--- src/rtl/dm_arb_pkg.sv ---
// Shared types and constants for the data-memory access arbiter.
// DATA_WIDTH may be predefined by the build; it falls back to 32 bits.
`ifndef DATA_WIDTH
`define DATA_WIDTH 32
`endif

package dm_arb_pkg;

  typedef enum logic {OWN_CPU = 1'b0, OWN_EXT = 1'b1} dm_owner_e;

  localparam int         DM_ADDR_W   = 14;
  localparam int         DM_DATA_W   = `DATA_WIDTH;
  localparam logic [3:0] DM_WEB_NONE = 4'hF;

  typedef struct packed {
    logic                 we;
    logic [3:0]           web;
    logic [DM_ADDR_W-1:0] addr;
    logic [DM_DATA_W-1:0] wdata;
  } dm_req_t;

  localparam dm_req_t DM_REQ_IDLE = '{we: 1'b0, web: DM_WEB_NONE,
                                      addr: {DM_ADDR_W{1'b0}}, wdata: {DM_DATA_W{1'b0}}};

  // Reads and idle cycles must never write a byte lane.
  function automatic logic [3:0] req_web(input dm_req_t req);
    return req.we ? req.web : DM_WEB_NONE;
  endfunction

endpackage

--- src/rtl/dm_starve_counter.sv ---
// Saturating wait counter with synchronous clear; tracks how long the
// external port has been kept waiting.
module dm_starve_counter #(
  parameter int LIMIT = 8,
  parameter int CNT_W = 8
) (
  input  logic             clk,
  input  logic             rst,
  input  logic             inc,
  input  logic             clr,
  output logic [CNT_W-1:0] cnt
);

  logic [CNT_W-1:0] cnt_r;

  // Count up while requested, hold at LIMIT, clear on request.
  always_ff @(posedge clk) begin
    if (rst) begin
      cnt_r <= {CNT_W{1'b0}};
    end else if (clr) begin
      cnt_r <= {CNT_W{1'b0}};
    end else if (inc && (cnt_r != CNT_W'(LIMIT))) begin
      cnt_r <= cnt_r + {{(CNT_W-1){1'b0}}, 1'b1};
    end else begin
      cnt_r <= cnt_r;
    end
  end

  assign cnt = cnt_r;

endmodule

--- src/rtl/dm_access_arbiter.sv ---
// Arbitrates the single-port DM SRAM between the CPU MEM stage and an external port.
// Build option DM_ARB_RR_EN: round-robin instead of CPU priority with starvation override.
module dm_access_arbiter
  import dm_arb_pkg::*;
#(
  parameter int ADDR_W       = 14,
  parameter int STARVE_LIMIT = 8,
  parameter int DATA_W       = `DATA_WIDTH
) (
  input  logic              clk,
  input  logic              rst,
  input  logic              cpu_req,
  input  logic              cpu_we,
  input  logic [3:0]        cpu_web,
  input  logic [ADDR_W-1:0] cpu_addr,
  input  logic [DATA_W-1:0] cpu_wdata,
  output logic              cpu_stall,
  output logic              cpu_rvalid,
  output logic [DATA_W-1:0] cpu_rdata,
  input  logic              ext_req,
  input  logic              ext_we,
  input  logic [3:0]        ext_web,
  input  logic [ADDR_W-1:0] ext_addr,
  input  logic [DATA_W-1:0] ext_wdata,
  output logic              ext_gnt,
  output logic              ext_rvalid,
  output logic [DATA_W-1:0] ext_rdata,
  output logic              dm_cs,
  output logic [3:0]        dm_web,
  output logic [ADDR_W-1:0] dm_addr,
  output logic [DATA_W-1:0] dm_di,
  input  logic [DATA_W-1:0] dm_do
);

  localparam int CNT_W = 8;

  logic             cpu_grant_s;
  logic             ext_grant_s;
  logic             starve_inc_s;
  logic             starve_clr_s;
  logic [CNT_W-1:0] starve_cnt_s;
  logic             rd_pend_r;
  dm_owner_e        rd_owner_r;
  dm_req_t          cpu_pkt_s;
  dm_req_t          ext_pkt_s;
  dm_req_t          sel_pkt_s;

  assign cpu_pkt_s = '{we: cpu_we, web: cpu_web, addr: DM_ADDR_W'(cpu_addr), wdata: DM_DATA_W'(cpu_wdata)};
  assign ext_pkt_s = '{we: ext_we, web: ext_web, addr: DM_ADDR_W'(ext_addr), wdata: DM_DATA_W'(ext_wdata)};

`ifdef DM_ARB_RR_EN
  dm_owner_e last_owner_r;

  // Remember who used the SRAM last so contention alternates.
  always_ff @(posedge clk) begin
    if (rst) begin
      last_owner_r <= OWN_CPU;
    end else if (cpu_grant_s) begin
      last_owner_r <= OWN_CPU;
    end else if (ext_grant_s) begin
      last_owner_r <= OWN_EXT;
    end else begin
      last_owner_r <= last_owner_r;
    end
  end

  assign starve_inc_s = 1'b0;
  assign starve_clr_s = 1'b1;
`else
  assign starve_inc_s = ext_req & ~ext_grant_s;
  assign starve_clr_s = ~starve_inc_s;
`endif

  dm_starve_counter #(
    .LIMIT (STARVE_LIMIT),
    .CNT_W (CNT_W)
  ) u_starve (
    .clk (clk),
    .rst (rst),
    .inc (starve_inc_s),
    .clr (starve_clr_s),
    .cnt (starve_cnt_s)
  );

  // Single-grant decision; nothing is granted while in reset.
  always_comb begin
    cpu_grant_s = 1'b0;
    ext_grant_s = 1'b0;
    if (rst) begin
      cpu_grant_s = 1'b0;
    end else if (cpu_req && ext_req) begin
`ifdef DM_ARB_RR_EN
      if (last_owner_r == OWN_CPU) begin
        ext_grant_s = 1'b1;
      end else begin
        cpu_grant_s = 1'b1;
      end
`else
      if (starve_cnt_s == CNT_W'(STARVE_LIMIT)) begin
        ext_grant_s = 1'b1;
      end else begin
        cpu_grant_s = 1'b1;
      end
`endif
    end else if (cpu_req) begin
      cpu_grant_s = 1'b1;
    end else if (ext_req) begin
      ext_grant_s = 1'b1;
    end else begin
      cpu_grant_s = 1'b0;
    end
  end

  // Steer the granted port onto the SRAM pins.
  always_comb begin
    sel_pkt_s = DM_REQ_IDLE;
    case ({cpu_grant_s, ext_grant_s})
      2'b10:   sel_pkt_s = cpu_pkt_s;
      2'b01:   sel_pkt_s = ext_pkt_s;
      default: sel_pkt_s = DM_REQ_IDLE;
    endcase
  end

  assign dm_cs     = cpu_grant_s | ext_grant_s;
  assign dm_web    = req_web(sel_pkt_s);
  assign dm_addr   = ADDR_W'(sel_pkt_s.addr);
  assign dm_di     = DATA_W'(sel_pkt_s.wdata);
  assign cpu_stall = cpu_req & ~cpu_grant_s & ~rst;
  assign ext_gnt   = ext_grant_s;

  // Note which port issued last cycle's read so dm_do is routed back to it.
  always_ff @(posedge clk) begin
    if (rst) begin
      rd_pend_r  <= 1'b0;
      rd_owner_r <= OWN_CPU;
    end else if (cpu_grant_s && !cpu_we) begin
      rd_pend_r  <= 1'b1;
      rd_owner_r <= OWN_CPU;
    end else if (ext_grant_s && !ext_we) begin
      rd_pend_r  <= 1'b1;
      rd_owner_r <= OWN_EXT;
    end else begin
      rd_pend_r  <= 1'b0;
      rd_owner_r <= rd_owner_r;
    end
  end

  assign cpu_rvalid = rd_pend_r & (rd_owner_r == OWN_CPU);
  assign ext_rvalid = rd_pend_r & (rd_owner_r == OWN_EXT);
  assign cpu_rdata  = cpu_rvalid ? dm_do : {DATA_W{1'b0}};
  assign ext_rdata  = ext_rvalid ? dm_do : {DATA_W{1'b0}};

endmodule

--- config.mk ---
export PLATFORM = sky130hd
export DESIGN_NAME = dm_access_arbiter
export DESIGN_NICKNAME = d
export VERILOG_FILES = /design/src/rtl/dm_arb_pkg.sv /design/src/rtl/dm_starve_counter.sv /design/src/rtl/dm_access_arbiter.sv
export SDC_FILE = /design/constraint.sdc
export NUM_CORES = 1
export LEC_CHECK = 0
export CORE_AREA = 2 2 99 101
export DETAILED_ROUTE_END_ITERATION = 16
export DIE_AREA = 0 0 101 103
export PLACE_DENSITY = 0.67
export SYNTH_ARGS = -nofsm -noshare
export SYNTH_HDL_FRONTEND = slang
export SYNTH_SLANG_ARGS = --single-unit
export TNS_END_PERCENT = 100
--- constraint.sdc ---
create_clock -name clk -period 6.5 [get_ports clk]
set_input_delay 1.3 -clock clk [delete_from_list [all_inputs] [get_ports clk]]
set_output_delay 1.3 -clock clk [all_outputs]
set_load 0.02 [all_outputs]
==> out/qor.txt <==
Worst Hold Path EP -> u_starve.cnt[0]
CTS Hold Bufs -> 0
EDFF count, synth -> 0
Most frequent cells in the layout -> clkdlybuf4s50_1 (256), nor2b_1 (47), a22oi_1 (46)
R2R Setup Slk -> 4880 ps
Dominant synthesized flop cell -> dfxtp_1
First-pass GRT wire length -> 14,140 um
Hold depth -> 1
Worst Setup End Kind -> output pin
DRC -> 0
CTS H-tree lvls -> 1
Seq/Total Area, Yosys -> 11.38%
Hold Startpoint -> u_starve.cnt[0]
Sequential cell area -> 200.2 um^2
Core ar. -> 9459 um^2
Achievable Freq -> 180.3 MHz
Cts bufs inserted -> 3
Pwr Density -> 77.21 nW/um^2
Async S/R FF share, synth -> 0%
Nets -> 635
Die footprint -> 10,400 um^2
Slew HR -> 37.44%
Required time of the worst setup path -> 5200 ps
Max VDD drop -> 0.00003977 V
Vias per std cell -> 4.702
Synth cell types -> 31
Period utilisation layout -> 85.32%
Post-CTS Setup Bufs -> 0
Final setup fails -> 0
Clk_lat worst skew -> 230 ps
Placed insts -> 601
Rows -> 36
Post-CTS sizing -> 0
Post-DP HPWL -> 7870 um
Crit Reg-Reg Endpoint -> rd_owner_r
Hold slack -> 499.0 ps
Vias -> 2,840
Ratio of cells with drive above 1 in the final layout -> 2.857%
Maximum clock path buffer count -> 2
Worst Tran Pin Value -> 937.2 ps
Max-cap violations -> 0
Worst setup SP type -> primary input
Worst setup path category -> in2out
Drt first pass iters -> 4
Initial Utilization -> 18.60%
Area of the multi-input gates -> 1448 um^2
Synth Register Bits -> 10
GP Congestion -> 0.7931
Net count after synthesis -> 396
Cell count after synthesis -> 253
Final Max Tran Viols -> 0
Final worst setup slack -> 954.0 ps
Hold crit path type -> reg2reg
Clock tree from TritonCTS -> built
Die Ht -> 103 um
# fillers -> 943
Drt total wl -> 9738 um
Critical path arrival -> 4250 ps
Largest net degree at the start of global routing -> 51
Input/output buffers -> 256
Fin. Hold Viols -> 0
Lkg Pwr -> 1.634 nW
Final std cells w/o fill -> 604
Status -> finished clean
Clock root buffer -> clkbuf_8
CP Max Fanout -> 38
Routed Antenna Nets -> 0
Clk sinks -> 10
TNS Setup -> 0 ps
Reg clk slew, reported paths -> 40 ps
Synth-to-Final Area Change -> 153.3%
R2R depth -> 2
Tot GR Track Use -> 16.89%
I/O pin count -> 257
Grt total ovfl -> 0
Crit path time final -> 5546 ps
Die W -> 101 um
N_diodes -> 0
Cell Area, Synth -> 1759 um^2
Commonest non-fill, non-tap cell in the layout -> clkdlybuf4s50_1
RSZ-0062 raised after global routing -> false
Ys Warns -> 0
Worst r2r src -> rd_owner_r
Synthesized area per cell -> 6.953 um^2
Pre-CTS WS -> 980.3 ps
WL per Instance -> 16.12 um
Vias in the first global route -> 2,778
Clock Skew -> 0.7693 ps
DRT iter0 DRCs -> 76
Antenna violations before repair -> 0
-- sequential cells by signal, summed over array words and instances, names as in the netlist --
name / flops
rd_pend_r: 1
u_starve.cnt: 8
rd_owner_r: 1
-- power breakdown --
group	total (mW)	leakage (nW)	internal, mW	switching [mW]
Sequential	0.0674	0.0810	0.0625	0.00493
Clock	0.0626	0.0216	0.0404	0.0222
Combinational	0.214	1.53	0.133	0.0813
-- through the flow --
stage | util [%] | power, mW | instance area, um^2
after floorplan | - | 0.1437 | 1759
after global placement | 46.67 | 0.2823 | 4414
after detailed placement | 46.67 | 0.2832 | 4414
after CTS | 47.10 | 0.3466 | 4456
after global routing | 47.10 | 0.3658 | 4456
final | 47.10 | 0.3440 | 4456
-- layout make-up --
class                           instances  area share, %
Inverter                                5         0.4212
Clock buffer                            3         0.9267
Tap cell                              114          3.201
Multi-Input combinational cell        212          32.49
Timing Repair Buffer                  260          58.47
Sequential cell                        10          4.493
-- worst max-delay path, cell delays in order --
cell	delay (ps)
clkdlybuf4s50_1	480
a21boi_2	210
nor3b_1	280
ha_2	720
buf_4	330
a22oi_1	110
nor2b_1	170
clkdlybuf4s50_1	620
-- cell families (layout without fill, tap and decap cells) --
logic type | count (synthesis) | after routing | synth area share (%)
adder cells (fa/ha/maj) | 5 | 5 | 3.556
buffers and inverters | 31 | 268 | 6.614
flip-flops | 10 | 10 | 11.38
AND/OR/NAND/NOR | 142 | 142 | 50.43
XOR/XNOR | 3 | 3 | 1.494
AO/OA/AOI/OAI | 62 | 62 | 26.53
-- worst max-delay path by stage --
stage / startpoint / end / slack (ps)
floorplan: cpu_req / dm_addr[11] / 1970
global placement: cpu_req / dm_web[3] / 1090
detailed placement: cpu_req / dm_di[28] / 980
CTS: cpu_req / dm_di[28] / 960
global route: cpu_req / dm_di[28] / 740
finish: cpu_req / dm_di[28] / 950
-- synthesized netlist by cell type, types with 2 or more instances --
master    count  area (um^2)
clkbuf_1     26        97.59
or3_1         3        18.77
a21oi_1       3        15.01
nor2_1        7        26.28
nand3_1       5        25.02
nand3b_1      2        15.01
and2_1       33        206.5
ha_1          5        62.56
and3_1       32        200.2
o21ai_0       4        20.02
xor2_1        2        17.52
a221o_1       4        40.04
inv_1         5        18.77
nand2_1       4        15.01
a22oi_1      46        345.3
dfxtp_1      10        200.2
nand2b_1      2        12.51
nor2b_1      47        294.0
-- per-layer routing --
metal | global-route usage [%] | vias up | part of all wire, % | wire [um]
met5 | 0 | - | 0 | 0
li1 | - | 1384 | - | -
met3 | 6.102 | 5 | 12 | 1137
met2 | 30.77 | 169 | 49 | 4811
met4 | 1.871 | 0 | 0.43 | 42
met1 | 19.64 | 1282 | 38 | 3747
Power figures use the tool's default switching activity.
